$ cat config.mk
export PLATFORM = sky130hd
export DESIGN_NAME = fc_layer_sequencer_flat
export DESIGN_NICKNAME = d
export VERILOG_FILES = /design/src/rtl/fc_layer_sequencer_if.sv /design/src/rtl/fc_layer_sequencer.sv /design/src/flat_wrapper.sv
export SDC_FILE = /design/constraint.sdc
export NUM_CORES = 1
export LEC_CHECK = 0
export CORE_MARGIN = 2
export CORE_UTILIZATION = 35
export CTS_CLUSTER_DIAMETER = 80
export DETAILED_ROUTE_END_ITERATION = 7
export PLACE_DENSITY_LB_ADDON = 0.15
export SYNTH_ARGS = -nofsm -noshare
export SYNTH_HDL_FRONTEND = slang
export SYNTH_SLANG_ARGS = --single-unit
$ cat constraint.sdc
create_clock -name clk -period 14.64 [get_ports clk]
set_input_delay 3.66 -clock clk [delete_from_list [all_inputs] [get_ports clk]]
set_output_delay 3.66 -clock clk [all_outputs]
set_load 0.01 [all_outputs]
$ cat src/rtl/fc_layer_sequencer_if.sv
// Handshake and memory-port bundle between the FC layer sequencer and its
// input/weight/bias/output buffers plus the top-level controller.
interface fc_layer_sequencer_if #(
   parameter int WORD_SIZE     = 16,
   parameter int IP_LAYER_SIZE = 128,
   parameter int OP_LAYER_SIZE = 84
);
   localparam int XA_W = $clog2(IP_LAYER_SIZE);
   localparam int WA_W = $clog2(IP_LAYER_SIZE * OP_LAYER_SIZE);
   localparam int BA_W = $clog2(OP_LAYER_SIZE);

   logic                 start;
   logic                 busy;
   logic                 done;
   logic [XA_W-1:0]      x_addr;
   logic [WORD_SIZE-1:0] x_rdata;
   logic [WA_W-1:0]      w_addr;
   logic [WORD_SIZE-1:0] w_rdata;
   logic [BA_W-1:0]      b_addr;
   logic [WORD_SIZE-1:0] b_rdata;
   logic                 z_we;
   logic [BA_W-1:0]      z_addr;
   logic [WORD_SIZE-1:0] z_wdata;

   modport master (
      input  start, x_rdata, w_rdata, b_rdata,
      output busy, done, x_addr, w_addr, b_addr, z_we, z_addr, z_wdata
   );

   modport slave (
      output start, x_rdata, w_rdata, b_rdata,
      input  busy, done, x_addr, w_addr, b_addr, z_we, z_addr, z_wdata
   );
endinterface

$ cat src/rtl/fc_layer_sequencer.sv
// Single-MAC fully-connected layer: Z[j] = sat(sum_i X[i]*W[j][i] + B[j]),
// sequencing addresses over 1-cycle sync-read buffers.
//
// state   | meaning
// S_IDLE  | waiting for start
// S_FETCH | first operand addresses for neuron j presented
// S_MAC   | one multiply-accumulate per cycle, IP_LAYER_SIZE cycles
// S_WRITE | saturated result written to z_addr = j
// S_DONE  | one-cycle completion pulse
module fc_layer_sequencer #(
   parameter int WORD_SIZE     = 16,
   parameter int FRAC_BITS     = 8,
   parameter int IP_LAYER_SIZE = 128,
   parameter int OP_LAYER_SIZE = 84,
   parameter bit RELU_EN       = 1'b0
) (
   input logic                  clk,
   input logic                  reset,
   fc_layer_sequencer_if.master bus
);
   localparam int XA_W   = $clog2(IP_LAYER_SIZE);
   localparam int WA_W   = $clog2(IP_LAYER_SIZE * OP_LAYER_SIZE);
   localparam int BA_W   = $clog2(OP_LAYER_SIZE);
   localparam int PROD_W = 2 * WORD_SIZE;
   localparam int ACC_W  = 2 * WORD_SIZE + $clog2(IP_LAYER_SIZE) + 1;

   localparam logic [XA_W-1:0] LAST_I = XA_W'(IP_LAYER_SIZE - 1);
   localparam logic [BA_W-1:0] LAST_J = BA_W'(OP_LAYER_SIZE - 1);
   localparam logic signed [ACC_W-1:0] SAT_MAX = ACC_W'((1 << (WORD_SIZE - 1)) - 1);
   localparam logic signed [ACC_W-1:0] SAT_MIN = ~SAT_MAX;

   typedef enum logic [2:0] {S_IDLE, S_FETCH, S_MAC, S_WRITE, S_DONE} state_t;

   state_t                   state, state_nxt;
   logic [XA_W-1:0]          mac_cnt;
   logic [BA_W-1:0]          j_cnt;
   logic [XA_W-1:0]          x_addr_q;
   logic [WA_W-1:0]          w_addr_q;
   logic [BA_W-1:0]          b_addr_q;
   logic signed [ACC_W-1:0]  acc;

   logic [PROD_W-1:0]        prod;
   logic signed [ACC_W-1:0]  prod_ext;
   logic signed [ACC_W-1:0]  bias_ext;
   logic signed [ACC_W-1:0]  acc_sh;
   logic [WORD_SIZE-1:0]     z_sat;
   logic                     first_mac;

   // Lower half of an unsigned product of sign-extended operands equals the signed product.
   assign prod     = {{WORD_SIZE{bus.x_rdata[WORD_SIZE-1]}}, bus.x_rdata}
                   * {{WORD_SIZE{bus.w_rdata[WORD_SIZE-1]}}, bus.w_rdata};
   assign prod_ext = {{(ACC_W-PROD_W){prod[PROD_W-1]}}, prod};
   assign bias_ext = {{(ACC_W-WORD_SIZE-FRAC_BITS){bus.b_rdata[WORD_SIZE-1]}},
                      bus.b_rdata, {FRAC_BITS{1'b0}}};
   assign first_mac = (mac_cnt == LAST_I);
   assign acc_sh    = acc >>> FRAC_BITS;

   always_comb begin
      z_sat = acc_sh[WORD_SIZE-1:0];
      if (acc_sh > SAT_MAX)
         z_sat = {1'b0, {(WORD_SIZE-1){1'b1}}};
      else if (acc_sh < SAT_MIN)
         z_sat = {1'b1, {(WORD_SIZE-1){1'b0}}};
      if (RELU_EN && z_sat[WORD_SIZE-1])
         z_sat = '0;
   end

   always_comb begin
      state_nxt = state;
      case (state)
         S_IDLE:  if (bus.start) state_nxt = S_FETCH;
         S_FETCH: state_nxt = S_MAC;
         S_MAC:   if (mac_cnt == '0) state_nxt = S_WRITE;
         S_WRITE: state_nxt = (j_cnt == LAST_J) ? S_DONE : S_FETCH;
         S_DONE:  state_nxt = S_IDLE;
         default: state_nxt = S_IDLE;
      endcase
   end

   always_ff @(posedge clk) begin
      if (reset) begin
         state    <= S_IDLE;
         mac_cnt  <= '0;
         j_cnt    <= '0;
         x_addr_q <= '0;
         w_addr_q <= '0;
         b_addr_q <= '0;
         acc      <= '0;
      end else begin
         state <= state_nxt;
         case (state)
            S_IDLE: begin
               if (bus.start) begin
                  j_cnt    <= '0;
                  x_addr_q <= '0;
                  w_addr_q <= '0;
                  b_addr_q <= '0;
               end
            end
            S_FETCH: begin
               mac_cnt  <= LAST_I;
               x_addr_q <= x_addr_q + 1'b1;
               w_addr_q <= w_addr_q + 1'b1;
            end
            S_MAC: begin
               acc <= (first_mac ? bias_ext : acc) + prod_ext;
               if (mac_cnt != '0)
                  mac_cnt <= mac_cnt - 1'b1;
               if (x_addr_q != LAST_I) begin
                  x_addr_q <= x_addr_q + 1'b1;
                  w_addr_q <= w_addr_q + 1'b1;
               end
            end
            S_WRITE: begin
               // w_addr was held at j*IP+IP-1, so +1 is the next neuron's base row.
               j_cnt <= j_cnt + 1'b1;
               if (j_cnt != LAST_J) begin
                  x_addr_q <= '0;
                  w_addr_q <= w_addr_q + 1'b1;
                  b_addr_q <= j_cnt + 1'b1;
               end
            end
            default: ;
         endcase
      end
   end

   assign bus.busy    = (state != S_IDLE);
   assign bus.done    = (state == S_DONE);
   assign bus.z_we    = (state == S_WRITE);
   assign bus.z_addr  = j_cnt;
   assign bus.z_wdata = (state == S_WRITE) ? z_sat : '0;
   assign bus.x_addr  = x_addr_q;
   assign bus.w_addr  = w_addr_q;
   assign bus.b_addr  = b_addr_q;
endmodule

$ cat src/flat_wrapper.sv
// flat-port wrapper written by rule: the top's interface ports become plain ports
module fc_layer_sequencer_flat 
#(
   parameter int WORD_SIZE     = 16,
   parameter int FRAC_BITS     = 8,
   parameter int IP_LAYER_SIZE = 128,
   parameter int OP_LAYER_SIZE = 84,
   parameter bit RELU_EN       = 1'b0
)
  (clk, reset, bus_start, bus_x_rdata, bus_w_rdata, bus_b_rdata, bus_busy, bus_done, bus_x_addr, bus_w_addr, bus_b_addr, bus_z_we, bus_z_addr, bus_z_wdata);
  fc_layer_sequencer_if #(.WORD_SIZE(WORD_SIZE), .IP_LAYER_SIZE(IP_LAYER_SIZE), .OP_LAYER_SIZE(OP_LAYER_SIZE)) bus_i ();
  input logic clk;
  input logic reset;
  input wire logic [$bits(bus_i.start)-1:0] bus_start;
  input wire logic [$bits(bus_i.x_rdata)-1:0] bus_x_rdata;
  input wire logic [$bits(bus_i.w_rdata)-1:0] bus_w_rdata;
  input wire logic [$bits(bus_i.b_rdata)-1:0] bus_b_rdata;
  output wire logic [$bits(bus_i.busy)-1:0] bus_busy;
  output wire logic [$bits(bus_i.done)-1:0] bus_done;
  output wire logic [$bits(bus_i.x_addr)-1:0] bus_x_addr;
  output wire logic [$bits(bus_i.w_addr)-1:0] bus_w_addr;
  output wire logic [$bits(bus_i.b_addr)-1:0] bus_b_addr;
  output wire logic [$bits(bus_i.z_we)-1:0] bus_z_we;
  output wire logic [$bits(bus_i.z_addr)-1:0] bus_z_addr;
  output wire logic [$bits(bus_i.z_wdata)-1:0] bus_z_wdata;
  assign bus_i.start = bus_start;
  assign bus_i.x_rdata = bus_x_rdata;
  assign bus_i.w_rdata = bus_w_rdata;
  assign bus_i.b_rdata = bus_b_rdata;
  assign bus_busy = bus_i.busy;
  assign bus_done = bus_i.done;
  assign bus_x_addr = bus_i.x_addr;
  assign bus_w_addr = bus_i.w_addr;
  assign bus_b_addr = bus_i.b_addr;
  assign bus_z_we = bus_i.z_we;
  assign bus_z_addr = bus_i.z_addr;
  assign bus_z_wdata = bus_i.z_wdata;
  fc_layer_sequencer #(.WORD_SIZE(WORD_SIZE), .FRAC_BITS(FRAC_BITS), .IP_LAYER_SIZE(IP_LAYER_SIZE), .OP_LAYER_SIZE(OP_LAYER_SIZE), .RELU_EN(RELU_EN)) u_core (.clk(clk), .reset(reset), .bus(bus_i));
endmodule
==> results.py <==
metrics = {
    "cells_and_area": {
        "nFillCells": 4818,
        "nets": 2453,
        "fin_util": 0.394,
        "antenna_cells": 0,
        "area_growth_pct": 11.4,
        "drive_gt1_frac": 0.0276,
    },
    "logic_synthesis": {
        "synth_top_cell_by_area": "fa_1",
        "yosys-top-cells-count": "inv_1 (407), fa_1 (330), nand2_1 (269)",
        "synth_cell_types": 72,
        "async_flop_share": 0,
        "synth_edf_count": 0,
        "syn_avg_cell_area_sq_um": 8.69,
        "ys_ff_latch": 85,
        "postSynthCellCount": 1893,
        "synth_top_area_frac": 0.402,
        "synth_area_sq_um": 16400,
        "ys.flop_type": "dfxtp_1",
        "synth_warnings": 0,
        "ys_top_cells_by_area": "fa_1 (40%), dfxtp_1 (10%), inv_1 (9.3%), ha_1 (9.2%), nand2_1 (6.1%)",
        "yosysSeqAreaShare": 0.103,
        "synth_nets": 2395,
        "synth.most_common_cell": "inv_1",
    },
    "timing": {
        "final.period_utilization": 0.717,
        "max_freq_mhz": 95.2,
        "setup_slack_ns": 4.14,
        "fin_setup_tns_ns": 0,
        "finalMaxSlewViolations": 0,
        "rsz0062_at_grt": "no",
        "hold_viol_final": 0,
        "min_period_ns": 10.50,
        "worstMarginPinSlew_ns": 1.02,
        "slew_headroom": 0.321,
        "clock-skew-final_ns": 0.0129,
        "setup_viol": 0,
    },
    "worst_setup_path": {
        "r2r_slack_ns": 7.69,
        "cp-end-kind": "register",
        "crit_arrival_ns": 10.77,
        "cp-start-kind": "primary input",
        "cp.required_ns": 14.90,
        "criticalPathCategory": "primary input to register",
        "path_max_fanout": 16,
    },
    "floorplan": {
        "die_y_um": 221,
        "num_io_pins": 105,
        "rows": 79,
        "start_util": 0.354,
        "dieArea_sq_um": 48700,
        "core_region_area_sq_um": 46500,
        "die_w_um": 221,
    },
    "route": {
        "viasPerCell": 4.75,
        "drt_first_iter_violations": 466,
        "drtAntennaViolNets": 0,
        "firstDrtPassIters": 4,
        "via_count": 12200,
        "drt-total-wl_um": 42400,
        "wl_per_cell_um": 16.6,
        "drc_errors": 0,
    },
    "clock_tree": {
        "cts_num_sinks": 85,
        "postCtsSetupBuffers": 0,
        "ctsHoldBuffers": 0,
        "h-tree-depth": 3,
        "cts_resized": 0,
        "root_buffer": "clkbuf_16",
        "cts_made_buffers": 9,
        "cts.clk_slew.worst_paths_ns": 0.07,
        "clk_latency_ns": 0.35,
        "cts_tree": "done",
        "clk_path_buf_depth": 2,
    },
    "worst_hold_path": {
        "hold_path.class": "register to register",
    },
    "placement": {
        "dp_hpwl_um": 34800,
        "routabilityCongestion": 0.853,
        "dp_worst_setup_slack_ns": 3.75,
        "portBuffers": 104,
    },
    "global_routing": {
        "antenna_found_initial": 0,
        "grt.total_usage": 0.187,
        "grt_overflow": 0,
        "grt_max_degree": 66,
        "grt_pass1_wl_um": 72200,
        "first_global_vias": 13000,
    },
    "run": {
        "cap_violations": 0,
    },
    "run_status": {
        "outcome": "completed",
    },
}
final timing paths:
| kind | to | cells past startpoint | from |
|---|---|---|---|
| setup / recovery | u_core.acc[39]$_SDFFE_PP0P_ | 23 | bus_w_rdata[1] |
| hold reg to reg | u_core.acc[2]$_SDFFE_PP0P_ | 2 | u_core.acc[2]$_SDFFE_PP0P_ |
| setup reg to reg | u_core.acc[39]$_SDFFE_PP0P_ | 23 | u_core.mac_cnt[0]$_SDFFE_PP0P_ |
| hold / removal | u_core.acc[2]$_SDFFE_PP0P_ | 2 | u_core.acc[2]$_SDFFE_PP0P_ |
cell usage in the layout (no fill, tap or decap), drive strengths merged, types with 10 or more instances in the layout:
cell type,instances
dfxtp,85
and3,14
xor2,19
ha,121
a21oi,94
fa,330
a211oi,13
o21ai,46
nor2,87
a21o,29
inv,411
nor3,21
nand2,269
and2,127
nand3,32
clkdlybuf4s50,103
buf,10
xnor2,27
cells by family (layout without fill, tap and decap cells):
logic type	after synthesis	count (layout)	share of synthesized area
XOR/XNOR	46	46	0.0245
flip-flops	85	85	0.103
AND/OR/NAND/NOR	602	602	0.175
adder cells (fa/ha/maj)	451	451	0.494
buffers and inverters	475	537	0.110
multiplexers	4	4	0.00274
AO/OA/AOI/OAI	230	230	0.0902
through the flow:
step	std cells	cell area, sq um	hold slack [ns]
floorplan	1893	16400	0.427
global placement	2547	18000	0.435
detailed placement	2547	18000	0.446
CTS	2562	18300	0.457
global route	2562	18300	0.473
finish	2562	18300	0.452
flip-flops by register name (all words and copies together), names as in the netlist:
signal	cells
u_core.bus.b_addr	7
u_core.mac_cnt	7
u_core.acc	40
u_core.bus.x_addr	7
u_core.bus.z_addr	7
u_core.bus.w_addr	14
u_core.state	3
metal layers:
metal	up-vias	track usage	part of all wire
li1	5902	-	-
met1	6050	0.282	0.50
met2	192	0.293	0.45
met3	18	0.0260	0.042
met4	0	0.0253	0.0065
met5	-	0	0
area by class of cell:
| cell class | count | area [sq um] | area share |
|---|---|---|---|
| Clock inverter | 6 | 53.8 | 0.00294 |
| Sequential cell | 85 | 1700 | 0.0929 |
| Tap cell | 607 | 759 | 0.0414 |
| Multi-Input combinational cell | 1333 | 12900 | 0.706 |
| Clock buffer | 9 | 225 | 0.0123 |
| Timing Repair Buffer | 113 | 1100 | 0.0602 |
| Inverter | 409 | 1540 | 0.0838 |
worst max-delay path, stage by stage:
cell and delay (ns):
clkdlybuf4s50_1 0.76, nand2_1 0.33, inv_1 0.09, fa_1 0.62, inv_1 0.16, fa_1 0.52, fa_1 0.52, inv_1 0.05
fa_1 0.47, fa_1 0.55, inv_1 0.06, fa_1 0.54, inv_1 0.04, ha_1 0.36, a21oi_1 0.22, o221ai_1 0.17
a221oi_1 0.33, o211ai_2 0.25, o21a_4 0.27, nor4_4 0.26, o41ai_2 0.13, xnor2_1 0.15, a211oi_2 0.22
Power is left out: the tool's default activity adds up to more than one toggle a clock period on the data nets, which glitch-free logic cannot reach.
